## src/rtl/irig_sync_ctrl.sv

```systemverilog
// irig_sync_ctrl: disciplines a local seconds/sub-seconds time base to an
// IRIG decoder's second pulse, free-runs through short pps outages
// (holdover), regenerates a second pulse, and offers a one-deep event
// capture register with overrun flag.
//
// Ports:
//   clk, rst (async, active-low)
//   pps, ts_sec_day[16:0]     decoder second boundary + seconds-of-day
//   cap_strobe, cap_ack       capture request / consumer read acknowledge
//   state[1:0], locked        sync FSM state (0 UNLOCKED,1 ACQUIRE,2 LOCKED,3 HOLDOVER)
//   pps_out                   regenerated 1-cycle second pulse (registered)
//   sec_out[16:0], subsec_out[23:0]   local time base
//   cap_valid, cap_sec, cap_subsec, cap_locked, cap_overrun   capture registers
//
// Capture handshake: cap_strobe is a request pulse; the snapshot is taken
// when cap_valid is low, or when cap_ack arrives in the same cycle (the ack
// frees the register that very cycle). A strobe that finds cap_valid high
// without an ack is dropped and recorded in sticky cap_overrun until ack.
module irig_sync_ctrl #(
  parameter int CLK_HZ     = 10000000,
  parameter int TOL        = 100,
  parameter int HOLDOVER_S = 10
) (
  input  logic        clk,
  input  logic        rst,
  input  logic        pps,
  input  logic [16:0] ts_sec_day,
  input  logic        cap_strobe,
  input  logic        cap_ack,
  output logic [1:0]  state,
  output logic        locked,
  output logic        pps_out,
  output logic [16:0] sec_out,
  output logic [23:0] subsec_out,
  output logic        cap_valid,
  output logic [16:0] cap_sec,
  output logic [23:0] cap_subsec,
  output logic        cap_locked,
  output logic        cap_overrun
);

  typedef enum logic [1:0] {
    UNLOCKED = 2'd0,
    ACQUIRE  = 2'd1,
    LOCKED   = 2'd2,
    HOLDOVER = 2'd3
  } state_e;

  localparam logic [31:0] GOOD_LO = 32'(CLK_HZ - 1 - TOL);
  localparam logic [31:0] GOOD_HI = 32'(CLK_HZ - 1 + TOL);
  localparam logic [31:0] HOLD_AT = 32'(CLK_HZ + TOL - 1);
  localparam logic [31:0] ACQ_TO  = 32'(CLK_HZ + TOL);
  localparam logic [31:0] WRAP_AT = 32'(CLK_HZ - 1);
  localparam logic [23:0] TOL_SS  = 24'(TOL);
  localparam logic [15:0] HO_LIM  = 16'(HOLDOVER_S);
  localparam logic [16:0] SEC_MAX = 17'd86399;

  state_e      state_q, state_d;
  logic [23:0] subsec_q, subsec_d;
  logic [16:0] sec_q, sec_d;
  logic        good_q, good_d;       // one good pps already seen in ACQUIRE
  logic [15:0] ho_q, ho_d;           // seconds spent in holdover
  logic        pps_out_q, pps_out_d;

  logic        cap_valid_q, cap_valid_d;
  logic [16:0] cap_sec_q, cap_sec_d;
  logic [23:0] cap_subsec_q, cap_subsec_d;
  logic        cap_locked_q, cap_locked_d;
  logic        cap_ovr_q, cap_ovr_d;

  logic [31:0] sub32;
  logic        ts_ok, pps_good, locked_w;
  logic [16:0] sec_inc;
  logic [23:0] subsec_inc;

  assign sub32      = {8'd0, subsec_q};
  assign ts_ok      = (ts_sec_day <= SEC_MAX);
  assign pps_good   = pps && ts_ok && (sub32 >= GOOD_LO) && (sub32 <= GOOD_HI);
  assign sec_inc    = (sec_q == SEC_MAX) ? 17'd0 : sec_q + 17'd1;
  assign subsec_inc = (subsec_q == 24'hFFFFFF) ? subsec_q : subsec_q + 24'd1;
  assign locked_w   = (state_q == LOCKED) || (state_q == HOLDOVER);

  // Sync FSM and time base.
  always_comb begin
    state_d   = state_q;
    subsec_d  = subsec_inc;
    sec_d     = sec_q;
    good_d    = good_q;
    ho_d      = ho_q;
    pps_out_d = 1'b0;

    // A pps always realigns the time base, whatever the state.
    if (pps) begin
      subsec_d = 24'd0;
      if (ts_ok) sec_d = ts_sec_day;
    end

    case (state_q)
      UNLOCKED: begin
        if (pps) begin
          state_d = ACQUIRE;
          good_d  = 1'b0;
        end
      end
      ACQUIRE: begin
        if (pps) begin
          if (pps_good) begin
            if (good_q) begin
              state_d   = LOCKED;
              good_d    = 1'b0;
              pps_out_d = 1'b1;
            end else begin
              good_d = 1'b1;
            end
          end else begin
            good_d = 1'b0;
          end
        end else if (sub32 >= ACQ_TO) begin
          state_d = UNLOCKED;
          good_d  = 1'b0;
        end
      end
      LOCKED: begin
        if (pps) begin
          if (pps_good) begin
            pps_out_d = 1'b1;
          end else begin
            state_d = ACQUIRE;
            good_d  = 1'b0;
          end
        end else if (sub32 == HOLD_AT) begin
          // Pulse is TOL cycles late, so the local second is TOL cycles old.
          state_d   = HOLDOVER;
          subsec_d  = TOL_SS;
          sec_d     = sec_inc;
          ho_d      = 16'd1;
          pps_out_d = 1'b1;
        end
      end
      HOLDOVER: begin
        if (pps) begin
          state_d = ACQUIRE;
          good_d  = 1'b0;
          ho_d    = 16'd0;
        end else if (sub32 == WRAP_AT) begin
          subsec_d  = 24'd0;
          sec_d     = sec_inc;
          pps_out_d = 1'b1;
          ho_d      = ho_q + 16'd1;
          if (ho_q + 16'd1 >= HO_LIM) begin
            state_d = UNLOCKED;
            ho_d    = 16'd0;
          end
        end
      end
      default: state_d = UNLOCKED;
    endcase
  end

  // Capture registers; snapshot uses current-cycle (pre-pps) values.
  always_comb begin
    cap_valid_d  = cap_valid_q;
    cap_sec_d    = cap_sec_q;
    cap_subsec_d = cap_subsec_q;
    cap_locked_d = cap_locked_q;
    cap_ovr_d    = cap_ovr_q;
    if (cap_ack) begin
      cap_valid_d = 1'b0;
      cap_ovr_d   = 1'b0;
    end
    if (cap_strobe) begin
      if (!cap_valid_q || cap_ack) begin
        cap_valid_d  = 1'b1;
        cap_sec_d    = sec_q;
        cap_subsec_d = subsec_q;
        cap_locked_d = locked_w;
      end else begin
        cap_ovr_d = 1'b1;
      end
    end
  end

  always_ff @(posedge clk or negedge rst) begin
    if (!rst) begin
      state_q      <= UNLOCKED;
      subsec_q     <= 24'd0;
      sec_q        <= 17'd0;
      good_q       <= 1'b0;
      ho_q         <= 16'd0;
      pps_out_q    <= 1'b0;
      cap_valid_q  <= 1'b0;
      cap_sec_q    <= 17'd0;
      cap_subsec_q <= 24'd0;
      cap_locked_q <= 1'b0;
      cap_ovr_q    <= 1'b0;
    end else begin
      state_q      <= state_d;
      subsec_q     <= subsec_d;
      sec_q        <= sec_d;
      good_q       <= good_d;
      ho_q         <= ho_d;
      pps_out_q    <= pps_out_d;
      cap_valid_q  <= cap_valid_d;
      cap_sec_q    <= cap_sec_d;
      cap_subsec_q <= cap_subsec_d;
      cap_locked_q <= cap_locked_d;
      cap_ovr_q    <= cap_ovr_d;
    end
  end

  assign state       = state_q;
  assign locked      = locked_w;
  assign pps_out     = pps_out_q;
  assign sec_out     = sec_q;
  assign subsec_out  = subsec_q;
  assign cap_valid   = cap_valid_q;
  assign cap_sec     = cap_sec_q;
  assign cap_subsec  = cap_subsec_q;
  assign cap_locked  = cap_locked_q;
  assign cap_overrun = cap_ovr_q;

endmodule

```

## config.mk

```make
export PLATFORM = sky130hd
export DESIGN_NAME = irig_sync_ctrl
export DESIGN_NICKNAME = d
export VERILOG_FILES = /design/src/rtl/irig_sync_ctrl.sv
export SDC_FILE = /design/constraint.sdc
export NUM_CORES = 1
export LEC_CHECK = 0
export ABC_AREA = 1
export CORE_ASPECT_RATIO = 0.5
export CORE_MARGIN = 2
export CORE_UTILIZATION = 48
export CTS_BUF_LIST = sky130_fd_sc_hd__clkbuf_16
export CTS_CLUSTER_DIAMETER = 50
export CTS_CLUSTER_SIZE = 16
export DETAILED_ROUTE_END_ITERATION = 10
export GPL_ROUTABILITY_DRIVEN = 0
export PLACE_DENSITY_LB_ADDON = 0.12
export SYNTH_ARGS = -nofsm -noshare
export SYNTH_HDL_FRONTEND = slang
export SYNTH_SLANG_ARGS = --single-unit
```

## constraint.sdc

```tcl
create_clock -name clk -period 1.75 [get_ports clk]
set_clock_uncertainty 0.1 [all_clocks]
set_input_delay 0.35 -clock clk [delete_from_list [all_inputs] [get_ports clk]]
set_output_delay 0.35 -clock clk [all_outputs]
set_load 0.03 [all_outputs]
```

==> summary.txt, run 1 <==
Run status
  • Status: finished with violations
  • Failing checks: negative setup slack

Critical path
  • CP Class: reg -> reg
  • Arr. time, crit path: 2.32 ns
  • Critical Path RT: 1.89 ns
  • CP max FO: 3
  • Crit path from: subsec_out[7]
  • Worst reg2reg startpoint: subsec_out[7]
  • Startpoint class of the critical path: register
  • Critical Path End Type: register

STA
  • Unrepaired setup endpoints after global routing: true
  • Worst-Margin Slew: 0.437 ns
  • Fmax: 460 MHz
  • Setup Viol. Count Final: 64
  • Final Hold Fails: 0
  • Fin. max-slew vios: 0
  • Crit share post-route: 1.24
  • Rel. slew slack: 0.709
  • Post-route minimum period: 2.17 ns
  • Total Neg Setup Slack: -14.50 ns
  • Final worst slack: -0.422 ns

Synthesis
  • Post-synth EDFFs: 0
  • Mapped Area: 5830 µm²
  • Asr flop ratio synth: 1.00
  • Syn_area_per_cell: 7.44 µm²
  • Mapped Cells: 784
  • Synth Register Bits: 105
  • Mapped Nets: 817
  • Top FF cell, synth: dfrtp_1
  • Synth Warn #: 0
  • Count of cell types in the netlist: 35
  • Post-synthesis sequential area ratio: 0.450

Pwr
  • Sw frac: 0.404
  • Int Power: 0.00540 W
  • VDD IR-drop max: 0.636 mV
  • Static leakage: 4.91 nW
  • Total power: 0.00906 W
  • Sw Pwr: 0.00366 W
  • Pwr Density: 911 nW/µm²
  • Clk pwr share: 0.232
  • Sequential Power Share: 0.349
  • Logic pwr share: 0.419

Global routing
  • First-pass GRT wire length: 31,900 µm
  • Number of global-route vias before repair: 6,689
  • Antenna violations before repair: 0
  • Grt total ovfl: 0
  • GRT Resource Usage Total: 0.309
  • Largest net degree at the start of global routing: 40

Floorplan
  • Core area: 11,800 µm²
  • Rows: 28
  • Starting Density: 0.493
  • Die ar.: 13,100 µm²
  • Top Ports: 111
  • Die width: 160 µm
  • Die Span Y: 82.0 µm

Routing
  • DRC viols: 0
  • Via Count: 7,234
  • Wirelength per Cell: 18.9 µm
  • Post-route ant nets: 0
  • DR iter-0 viols: 669
  • Vias per cell: 5.73
  • Initial DRT Pass Iterations: 6
  • Drt total wl: 23,800 µm

Layout
  • Nets: 1,126
  • Fin util: 0.840
  • Commonest non-fill, non-tap cell in the layout: nand2_1
  • Commonest non-fill, non-tap cells in the layout: 170 x nand2_1, 157 x buf_4, 84 x inv_1
  • Diode count: 0
  • Post-synthesis to final-layout area growth: 70.5%
  • Layout cells sized above 1: 0.417

Min path
  • Tightest Hold Check Type: in -> async

Clocking
  • Clk sink count: 105
  • Max Root-Sink Buffers: 2
  • Clock latency on the worst-skew pair: 0.36 ns
  • CTS tree: done
  • CTS H-Tree Depth: 3
  • Clk slew on worst S/H paths: 0.07 ns
  • Root Buffer: clkbuf_16
  • Num CTS Buffers: 9

Placement
  • DP Worst Slack: -0.544 ns
  • Post-DP HPWL: 13,300 µm
  • Port buffer count: 110

Run
  • MaxCap Viol Count: 0
==> state kept, by name, summed over array words and instances (netlist names) <==
register     cells
ho_q            16
cap_subsec      24
cap_sec         17
cap_overrun      1
sec_out         17
cap_locked       1
good_q           1
pps_out          1
subsec_out      24
cap_valid        1
state            2
==> power groups by stage <==
stage	Clock, W	Combinational (W)	Sequential [W]
5_1_grt	0.00219	0.00401	0.00320
2_1_floorplan	0	0.00106	0.00381
3_5_place_dp	0	0.00333	0.00318
6_report	0.00211	0.00379	0.00316
3_3_place_gp	0	0.00326	0.00318
4_1_cts	0.00208	0.00342	0.00314
==> kinds of logic (layout without fill, tap and decap cells) <==
group           after synthesis  after routing  synth area share
xor+xnor                     18             18            0.0270
flops                       105            105             0.450
compound gates              120            120             0.113
fa+ha+maj                    11             11            0.0236
simple gates                399            400             0.296
buf+inv                     128            441            0.0839
mux                           3              3           0.00579
==> cell usage after synthesis, types with 3 or more instances <==
cell type	instances	area (µm²)
nand3_1	52	260
nand4_1	19	119
a21oi_1	25	125
inv_1	104	390
mux2_2	3	33.8
clkbuf_1	13	48.8
nor2_1	81	304
nand2_1	204	766
nand2_2	3	18.8
o21ai_1	12	60.1
xor2_1	17	149
ha_1	11	138
o21ai_0	56	280
nor2_2	10	62.6
o211ai_1	12	90.1
o22ai_1	8	50.1
dfrtp_1	105	2630
inv_2	8	30.0
nor3_1	18	90.1
==> worst max-delay path, cell delays in order, from the launching register on <==
cell     delay, ns
dfrtp_2       0.45
buf_6         0.12
buf_6         0.09
nand2_4       0.05
nor2_4        0.15
nand4_1       0.27
nor4_4        0.37
xor2_1        0.21
nand2_1       0.10
nand2_1       0.09
inv_1         0.06
==> layer usage <==
| layer | global-route usage | part of all wire |
|---|---|---|
| met5 | 0 | 0 |
| met4 | 0.106 | 0.051 |
| met3 | 0.0566 | 0.081 |
| met2 | 0.577 | 0.48 |
| met1 | 0.368 | 0.39 |
==> final timing paths <==
kind                       slack (ns)              to  cells past startpoint
setup reg to reg                -0.42  subsec_out[23]                     10
setup / recovery                -0.42  subsec_out[23]                     10
hold / removal                   0.38     cap_overrun                      2
hold reg to reg                  0.38      cap_sec[9]                      2
min in group clk                 0.38      cap_sec[9]                      2
max in group asynchronous        0.58      sec_out[0]                      3
==> repair_timing <==
action	in CTS	in global routing
hold endpoints to repair	24	0
cloned	2	0
setup buffers	20	23
setup endpoints to repair	147	80
pin swaps	55	70
hold buffers	1	0
gates resized for setup	250	143
==> final cells by class <==
class                           instances  area (µm²)
Timing Repair inverter                  1        7.51
Multi-Input combinational cell        552        3630
Timing Repair Buffer                  311        2690
Sequential cell                       105        2660
Clock buffer                            9         225
Clock inverter                          7        68.8
Inverter                              113         454
Fill cell                             672        1890
Tap cell                              165         206
==> metrics by stage <==
| stage | std cells | area [µm²] | hold slack [ns] |
|---|---|---|---|
| 2_1_floorplan | 784 | 5990 | -0.0456 |
| 5_1_grt | 1263 | 9950 | 0.419 |
| 4_1_cts | 1243 | 9440 | 0.385 |
| 6_report | 1263 | 9950 | 0.382 |
| 3_5_place_dp | 1204 | 8500 | 0.208 |
| 3_3_place_gp | 1204 | 8500 | 0.208 |
No activity file was read; power rests on OpenSTA's default activity.
==> run 2: changes to the inputs <==
--- a/config.mk
+++ b/config.mk
@@ -6,8 +6,8 @@
 export NUM_CORES = 1
 export LEC_CHECK = 0
-export ABC_AREA = 1
+export ABC_AREA = 0
 export CORE_ASPECT_RATIO = 0.5
 export CORE_MARGIN = 2
-export CORE_UTILIZATION = 48
+export CORE_UTILIZATION = 47
 export CTS_BUF_LIST = sky130_fd_sc_hd__clkbuf_16
 export CTS_CLUSTER_DIAMETER = 50
==> constraint.sdc (replaced) <==
create_clock -name clk -period 1.75 [get_ports clk]
set_clock_uncertainty 0.1 [all_clocks]
set_input_delay 0.2625 -clock clk [delete_from_list [all_inputs] [get_ports clk]]
set_output_delay 0.2625 -clock clk [all_outputs]
set_load 0.03 [all_outputs]
==> run 2 against run 1 <==
Net effect: the run still ends with negative setup slack left; cell area down 13%; sequential power down 4%; sequential share of layout area up 3.9 points; worst setup slack worse by 0.32 ns; combinational power about the same; synthesized cell count down 35%; sequential cell count unchanged; first-iteration DRC count down 51%; area after synthesis down 8.3%; critical path depth down 2; non-clock buffer count down 36; utilization down 5.9 points; largest cell class unchanged; highest routed layer unchanged.
==> summary.txt, run 2 <==
STA
  • Fmax: 402 MHz (-13%)
  • Unrepaired setup endpoints after global routing: true
  • Worst-Margin Slew: 0.488 ns (+0.0514 ns)
  • Crit share post-route: 1.42 (+0.181)
  • Post-route minimum period: 2.49 ns (+0.316 ns)
  • Rel. slew slack: 0.675 (-0.0342)
  • Setup Viol. Count Final: 62 (-3.1%)
  • Final Hold Fails: 0 (unchanged)
  • Final worst slack: -0.738 ns (-0.316 ns)
  • Fin. max-slew vios: 0 (unchanged)

Clocking
  • Clk slew on worst S/H paths: 0.07 ns (about the same)
  • Num CTS Buffers: 9 (unchanged)
  • Clock latency on the worst-skew pair: 0.35 ns (about the same)
  • Clk sink count: 105 (unchanged)
  • CTS H-Tree Depth: 3 (unchanged)
  • CTS tree: done
  • Root Buffer: clkbuf_16
  • Max Root-Sink Buffers: 2 (unchanged)

Global routing
  • Number of global-route vias before repair: 5,176 (-23%)
  • Antenna violations before repair: 0 (unchanged)
  • First-pass GRT wire length: 25,800 µm (-19%)
  • Grt total ovfl: 0 (unchanged)
  • Largest net degree at the start of global routing: 50 (+25%)
  • GRT Resource Usage Total: 0.265 (-0.0441)

Placement
  • Post-DP HPWL: 10,500 µm (-21%)
  • Cells after DPL: 886 (-26%)
  • DP Worst Slack: -1.01 ns (-0.466 ns)
  • Placed Area: 7760 µm² (-8.7%)
  • Port buffer count: 110 (unchanged)

Pwr
  • Sequential Power Share: 0.347 (-0.002)
  • VDD IR-drop max: 0.557 mV (-12%)
  • Int Power: 0.00550 W (+1.9%)
  • Total power: 0.00870 W (-3.9%)
  • Pwr Density: 1010 nW/µm² (+11%)
  • Static leakage: 4.52 nW (-7.9%)
  • Sw frac: 0.367 (-0.0363)
  • Logic pwr share: 0.438 (+0.019)
  • Sw Pwr: 0.00320 W (-13%)
  • Clk pwr share: 0.215 (-0.017)

Layout
  • Commonest non-fill, non-tap cell in the layout: buf_4
  • Fin area: 8630 µm² (-13%)
  • Diode count: 0 (unchanged)
  • Layout cells sized above 1: 0.389 (-0.0281)
  • Commonest non-fill, non-tap cells in the layout: 140 x buf_4, 92 x dfrtp_1, 49 x dlygate4sd2_1
  • Nets: 812 (-28%)
  • Non-filler instance count after layout: 929 (-26%)
  • Filler instances: 720 (+7.1%)
  • Post-synthesis to final-layout area growth: 61.2%

Synthesis
  • Mapped Cells: 512 (-35%)
  • Count leader, synth: dfrtp_1
  • Synth area leader: dfrtp_1
  • Share of the synthesized area in the top cell type: 0.491 (+0.0406)
  • Synth area leaders: dfrtp_1 49%, mux2_2 8.2%, nor2_1 2.9%, xor2_1 2.9%, nand2_1 2.7%
  • Count of cell types in the netlist: 59 (+69%)
  • Mapped Nets: 545 (-33%)
  • Most common library cells after synthesis: 105 x dfrtp_1, 42 x nor2_1, 39 x mux2_2, 39 x nand2_1, 25 x nand3_1
  • Asr flop ratio synth: 1.00 (unchanged)
  • Post-synth EDFFs: 0 (unchanged)
  • Synth Warn #: 0 (unchanged)
  • Top FF cell, synth: dfrtp_1
  • Synth Register Bits: 105 (unchanged)
  • Syn_area_per_cell: 10.5 µm² (+40%)
  • Post-synthesis sequential area ratio: 0.491 (+0.0406)
  • Mapped Area: 5350 µm² (-8.3%)

Critical path
  • WP buf/inv: 3 (unchanged)
  • Critical Path End Type: register
  • Startpoint class of the critical path: register
  • Critical Path RT: 1.90 ns (about the same)
  • Worst path most repeated cell: buf_4
  • CP max stage delay: 0.43 ns (-0.02 ns)
  • Top Family by Delay on Critical Path: simple AND/OR/NAND/NOR gates
  • CP max FO: 16 (+13)
  • Crit-path cells: nor4bb_2, nand4_1, buf_6, buf_4, nor3_1, o221ai_1, buf_4, o31ai_1
  • Arr. time, crit path: 2.64 ns (+0.32 ns)
  • CP Class: reg -> reg
  • Slowest CP cell: dfrtp_2

Run status
  • Failing checks: negative setup slack
  • Status: finished with violations

Floorplan
  • Top Ports: 111 (unchanged)
  • Starting Density: 0.484 (-0.00828)
  • Die Span Y: 79.5 µm (-3.1%)
  • Rows: 27 (-3.6%)
  • Die width: 155 µm (-3.1%)
  • Core area: 11,000 µm² (-6.7%)
  • Die ar.: 12,300 µm² (-6.1%)

Routing
  • DR iter-0 viols: 325 (-51%)
  • Initial DRT Pass Iterations: 5 (-1)
  • DRC viols: 0 (unchanged)
  • Post-route ant nets: 0 (unchanged)
  • Vias per cell: 5.58 (-2.6%)
  • Via Count: 5,182 (-28%)
  • Wirelength per Cell: 17.8 µm (-5.7%)
  • Drt total wl: 16,500 µm (-31%)

Min path
  • Tightest Hold Check Type: in -> reg

Run
  • MaxCap Viol Count: 0 (unchanged)
run 2: worst paths after layout:
check,start,endpoint,slack [ns],cells after the start
min reg2reg,cap_sec[15],cap_sec[15],0.40,1
max,subsec_out[8],ho_q[1],-0.74,8
min in group asynchronous,rst,cap_sec[6],0.25,2
max in group asynchronous,rst,subsec_out[14],0.71,3
min,ts_sec_day[8],sec_out[8],0.20,2
max reg2reg,subsec_out[8],ho_q[1],-0.74,8
run 2: repair_timing:
| action | 4_1_cts | 5_1_grt |
|---|---|---|
| endpoints found under the hold margin | 18 | 0 |
| hold buffers | 1 | 0 |
| setup endpoints to repair | 114 | 96 |
| gates cloned | 2 | 0 |
| pin swaps | 30 | 27 |
| resized for setup | 105 | 72 |
| setup buffers | 18 | 10 |
run 2: power by group through the flow:
stage	Sequential (W)	Combinational [W]	Clock [W]
6_report	0.00302	0.00381	0.00187
2_1_floorplan	0.00378	0.00108	0
5_1_grt	0.00306	0.00407	0.00198
3_3_place_gp	0.00304	0.00349	0
4_1_cts	0.00302	0.00378	0.00189
3_5_place_dp	0.00306	0.00355	0
run 2: layout make-up:
type	count	area, µm²	share of cell area
Multi-Input combinational cell	377	2970	0.345
Sequential cell	105	2640	0.306
Timing Repair Buffer	275	2520	0.292
Clock buffer	9	225	0.0261
Tap cell	145	181	0.0210
Clock inverter	7	41.3	0.00479
Inverter	11	41.3	0.00479
run 2: logic make-up (layout without fill, tap and decap cells):
| logic type | count (synthesis) | after routing | synth area share |
|---|---|---|---|
| AOI/OAI and AO/OA | 81 | 81 | 0.110 |
| xor gates and xnor gates | 27 | 27 | 0.0442 |
| adders and majority gates | 11 | 11 | 0.0257 |
| buffers and inverters | 30 | 302 | 0.0213 |
| DFF | 105 | 105 | 0.491 |
| muxes | 44 | 44 | 0.0914 |
| and+or+nand+nor | 214 | 214 | 0.216 |
run 2: metal layers:
layer,up-vias,global-route usage,part of all wire
met5,-,0,0
met4,0,0.0713,0.019
li1,2406,-,-
met3,38,0.0499,0.047
met1,2562,0.346,0.43
met2,176,0.459,0.50
run 2: worst reg2reg max path: stages (launching register included):
cell and delay (ns):
dfrtp_2 0.43, nor4bb_2 0.39, nand4_1 0.21, buf_6 0.19, buf_4 0.14, nor3_1 0.16, o221ai_1 0.27, buf_4 0.27
o31ai_1 0.22
run 2: per-stage QoR:
step                      TNS (ns)  hold slack [ns]   util
after CTS                   -27.06            0.197  0.756
after detailed placement    -31.85           0.0752  0.703
after global routing        -38.67            0.224  0.781
final                       -36.41            0.205  0.781
after global placement      -29.92           0.0793  0.703
after floorplan             -26.27           -0.133      -
==> run 3: changes to the inputs <==
CORE_UTILIZATION = 50   (was 47)
clock period = 2.45 ns   (was 1.75 ns; I/O delays follow)
==> run 3 against run 2 <==
Net effect: sequential cell count unchanged; first-iteration DRC count decreased by 11%; worst setup slack improved by 0.80 ns; the run now ends clean; via count decreased by 10%; critical path depth increased by 1; highest routed layer unchanged.
==> summary.txt, run 3 (same netlist as run 2, synthesis figures left out) <==
Critical path
  • Worst reg2reg path endpoint: state[1]
  • Startpoint class of the critical path: register
  • CP max FO: 6 (-10)
  • Depth of the most critical reg-to-reg path: 9 (+1)
  • Worst reg2reg startpoint: subsec_out[13]
  • R2r setup slk: 0.06 ns (+0.80 ns)
  • Stages on worst setup path: 9 (+1)
  • Critical Path End Type: register
  • Slowest CP cell: dfrtp_1
  • CP max stage delay: 0.43 ns (about the same)
  • Top Family by Delay on Critical Path: compound AO/OA/AOI/OAI gates
  • Worst path most repeated cell: buf_4
  • Arr. time, crit path: 2.51 ns (-0.13 ns)
  • CP Class: reg -> reg
  • Crit-path cells: nor4bb_1, nand4_1, buf_4, o21ai_1, buf_4, a31oi_4, a2111oi_4, a21oi_1, a31o_1
  • Critical Path RT: 2.58 ns (+0.68 ns)
  • WP buf/inv: 2 (-1)

Global routing
  • Number of global-route vias before repair: 4,570 (-12%)
  • Grt total ovfl: 0 (unchanged)
  • First-pass GRT wire length: 22,300 µm (-14%)
  • Largest net degree at the start of global routing: 37 (-26%)
  • Antenna violations before repair: 0 (unchanged)
  • GRT Resource Usage Total: 0.241 (-0.0237)

Pwr
  • Pwr Density: 788 nW/µm² (-22%)
  • Static leakage: 3.32 nW (-26%)
  • Int Power: 0.00382 W (-31%)
  • Logic pwr share: 0.397 (-0.041)
  • Sw Pwr: 0.00212 W (-34%)
  • Clk pwr share: 0.231 (+0.016)
  • Sequential Power Share: 0.373 (+0.026)
  • Total power: 0.00594 W (-32%)
  • Sw frac: 0.357 (-0.0100)
  • VDD IR-drop max: 0.389 mV (-30%)

Layout
  • Filler instances: 761 (+5.7%)
  • Register Area: 2630 µm² (-0.43%)
  • Layout cells sized above 1: 0.228 (-0.161)
  • Area of the multi-input gates: 2730 µm² (-8.0%)
  • Commonest non-fill, non-tap cell in the layout: clkdlybuf4s50_1
  • Post-synthesis to final-layout area growth: 40.8%
  • Fin area: 7530 µm² (-13%)
  • Diode count: 0 (unchanged)
  • Nets: 719 (-11%)
  • Commonest non-fill, non-tap cells in the layout: 103 x clkdlybuf4s50_1, 101 x dfrtp_1, 66 x buf_4

STA
  • Worst-Margin Slew: 0.492 ns (+0.00359 ns)
  • Final Hold Fails: 0 (unchanged)
  • Unrepaired setup endpoints after global routing: true
  • Setup Viol. Count Final: 0 (-100%)
  • Final hold slack: 0.218 ns (+0.0132 ns)
  • Total Neg Setup Slack: 0 ns (+36.41 ns)
  • Crit share post-route: 0.975 (-0.447)
  • Rel. slew slack: 0.670 (-0.00459)
  • Post-route minimum period: 2.39 ns (-0.0991 ns)
  • Fin. max-slew vios: 0 (unchanged)
  • Fmax: 419 MHz (+4.1%)

Routing
  • DRC viols: 0 (unchanged)
  • Post-route ant nets: 0 (unchanged)
  • Initial DRT Pass Iterations: 4 (-1)
  • Wirelength per Cell: 16.6 µm (-6.8%)
  • Vias per cell: 5.61 (+0.62%)
  • DR iter-0 viols: 290 (-11%)
  • Via Count: 4,653 (-10%)
  • Drt total wl: 13,700 µm (-17%)

Min path
  • Min-Delay Startpoint: ts_sec_day[10]
  • Hold endpoint: sec_out[10]
  • Tightest Hold Check Type: in -> reg
  • Cell depth of the worst min-delay path: 2 (unchanged)

Floorplan
  • Die Span Y: 77.2 µm (-2.9%)
  • Starting Density: 0.519 (+0.0345)
  • Core area: 10,300 µm² (-6.6%)
  • Die width: 150 µm (-3.0%)
  • Rows: 26 (-3.7%)
  • Top Ports: 111 (unchanged)
  • Die ar.: 11,600 µm² (-5.8%)

Clocking
  • Max Root-Sink Buffers: 2 (unchanged)
  • Clock latency on the worst-skew pair: 0.34 ns (about the same)
  • Num CTS Buffers: 9 (unchanged)
  • CTS tree: done
  • CTS H-Tree Depth: 3 (unchanged)
  • Root Buffer: clkbuf_16
  • Clk sink count: 105 (unchanged)
  • Clk slew on worst S/H paths: 0.07 ns (about the same)

Placement
  • Post-DP HPWL: 9780 µm (-7.0%)
  • Placed Area: 7090 µm² (-8.7%)
  • Port buffer count: 110 (unchanged)

Run status
  • Status: complete, no violations

Run
  • MaxCap Viol Count: 0 (unchanged)
==> run 3: worst max path at each step <==
stage / startpoint / endpoint / slack (ns)
after detailed placement: ts_sec_day[8] / state[1] / -0.51
after CTS: subsec_out[1] / state[1] / 0.0008
after global placement: ts_sec_day[8] / state[1] / -0.46
after floorplan: subsec_out[0] / sec_out[11] / 0.003
after global routing: subsec_out[1] / state[1] / -0.08
final: subsec_out[13] / state[1] / 0.06
==> run 3: stage by stage <==
step	std cells	utilization	setup WS, ns
after floorplan	512	-	0.00261
after global placement	807	0.687	-0.459
after detailed placement	807	0.687	-0.513
after CTS	825	0.718	0.000817
after global routing	829	0.731	-0.0775
final	829	0.731	0.0611
==> run 3: cell type report <==
| cell class | count | area share |
|---|---|---|
| tap | 140 | 0.0233 |
| inverter | 11 | 0.00548 |
| clock inverter | 5 | 0.00664 |
| multi-input combinational | 377 | 0.363 |
| sequential | 105 | 0.349 |
| timing repair buffer | 182 | 0.222 |
| clock buffer | 9 | 0.0299 |
==> run 3: layer usage <==
| layer | routed length [µm] | global-route usage |
|---|---|---|
| met5 | 0 | 0 |
| met4 | 104 | 0.0491 |
| met3 | 678 | 0.0560 |
| met2 | 6460 | 0.383 |
| met1 | 6490 | 0.340 |
==> run 3: timing repair <==
action | in CTS | in global routing
cloned | 0 | 1
hold buffers | 1 | 0
endpoints found under the hold margin | 33 | 0
setup buffers | 3 | 3
resized for setup | 5 | 32
setup endpoints to repair | 10 | 20
pin swaps | 5 | 16
==> run 3: power groups by stage <==
stage          sequential [W]  clock [W]  combinational [W]
2_1_floorplan         0.00269          0           0.000735
3_3_place_gp          0.00221          0            0.00217
3_5_place_dp          0.00223          0            0.00221
4_1_cts               0.00220    0.00141            0.00224
5_1_grt               0.00224    0.00148            0.00251
6_report              0.00221    0.00137            0.00235
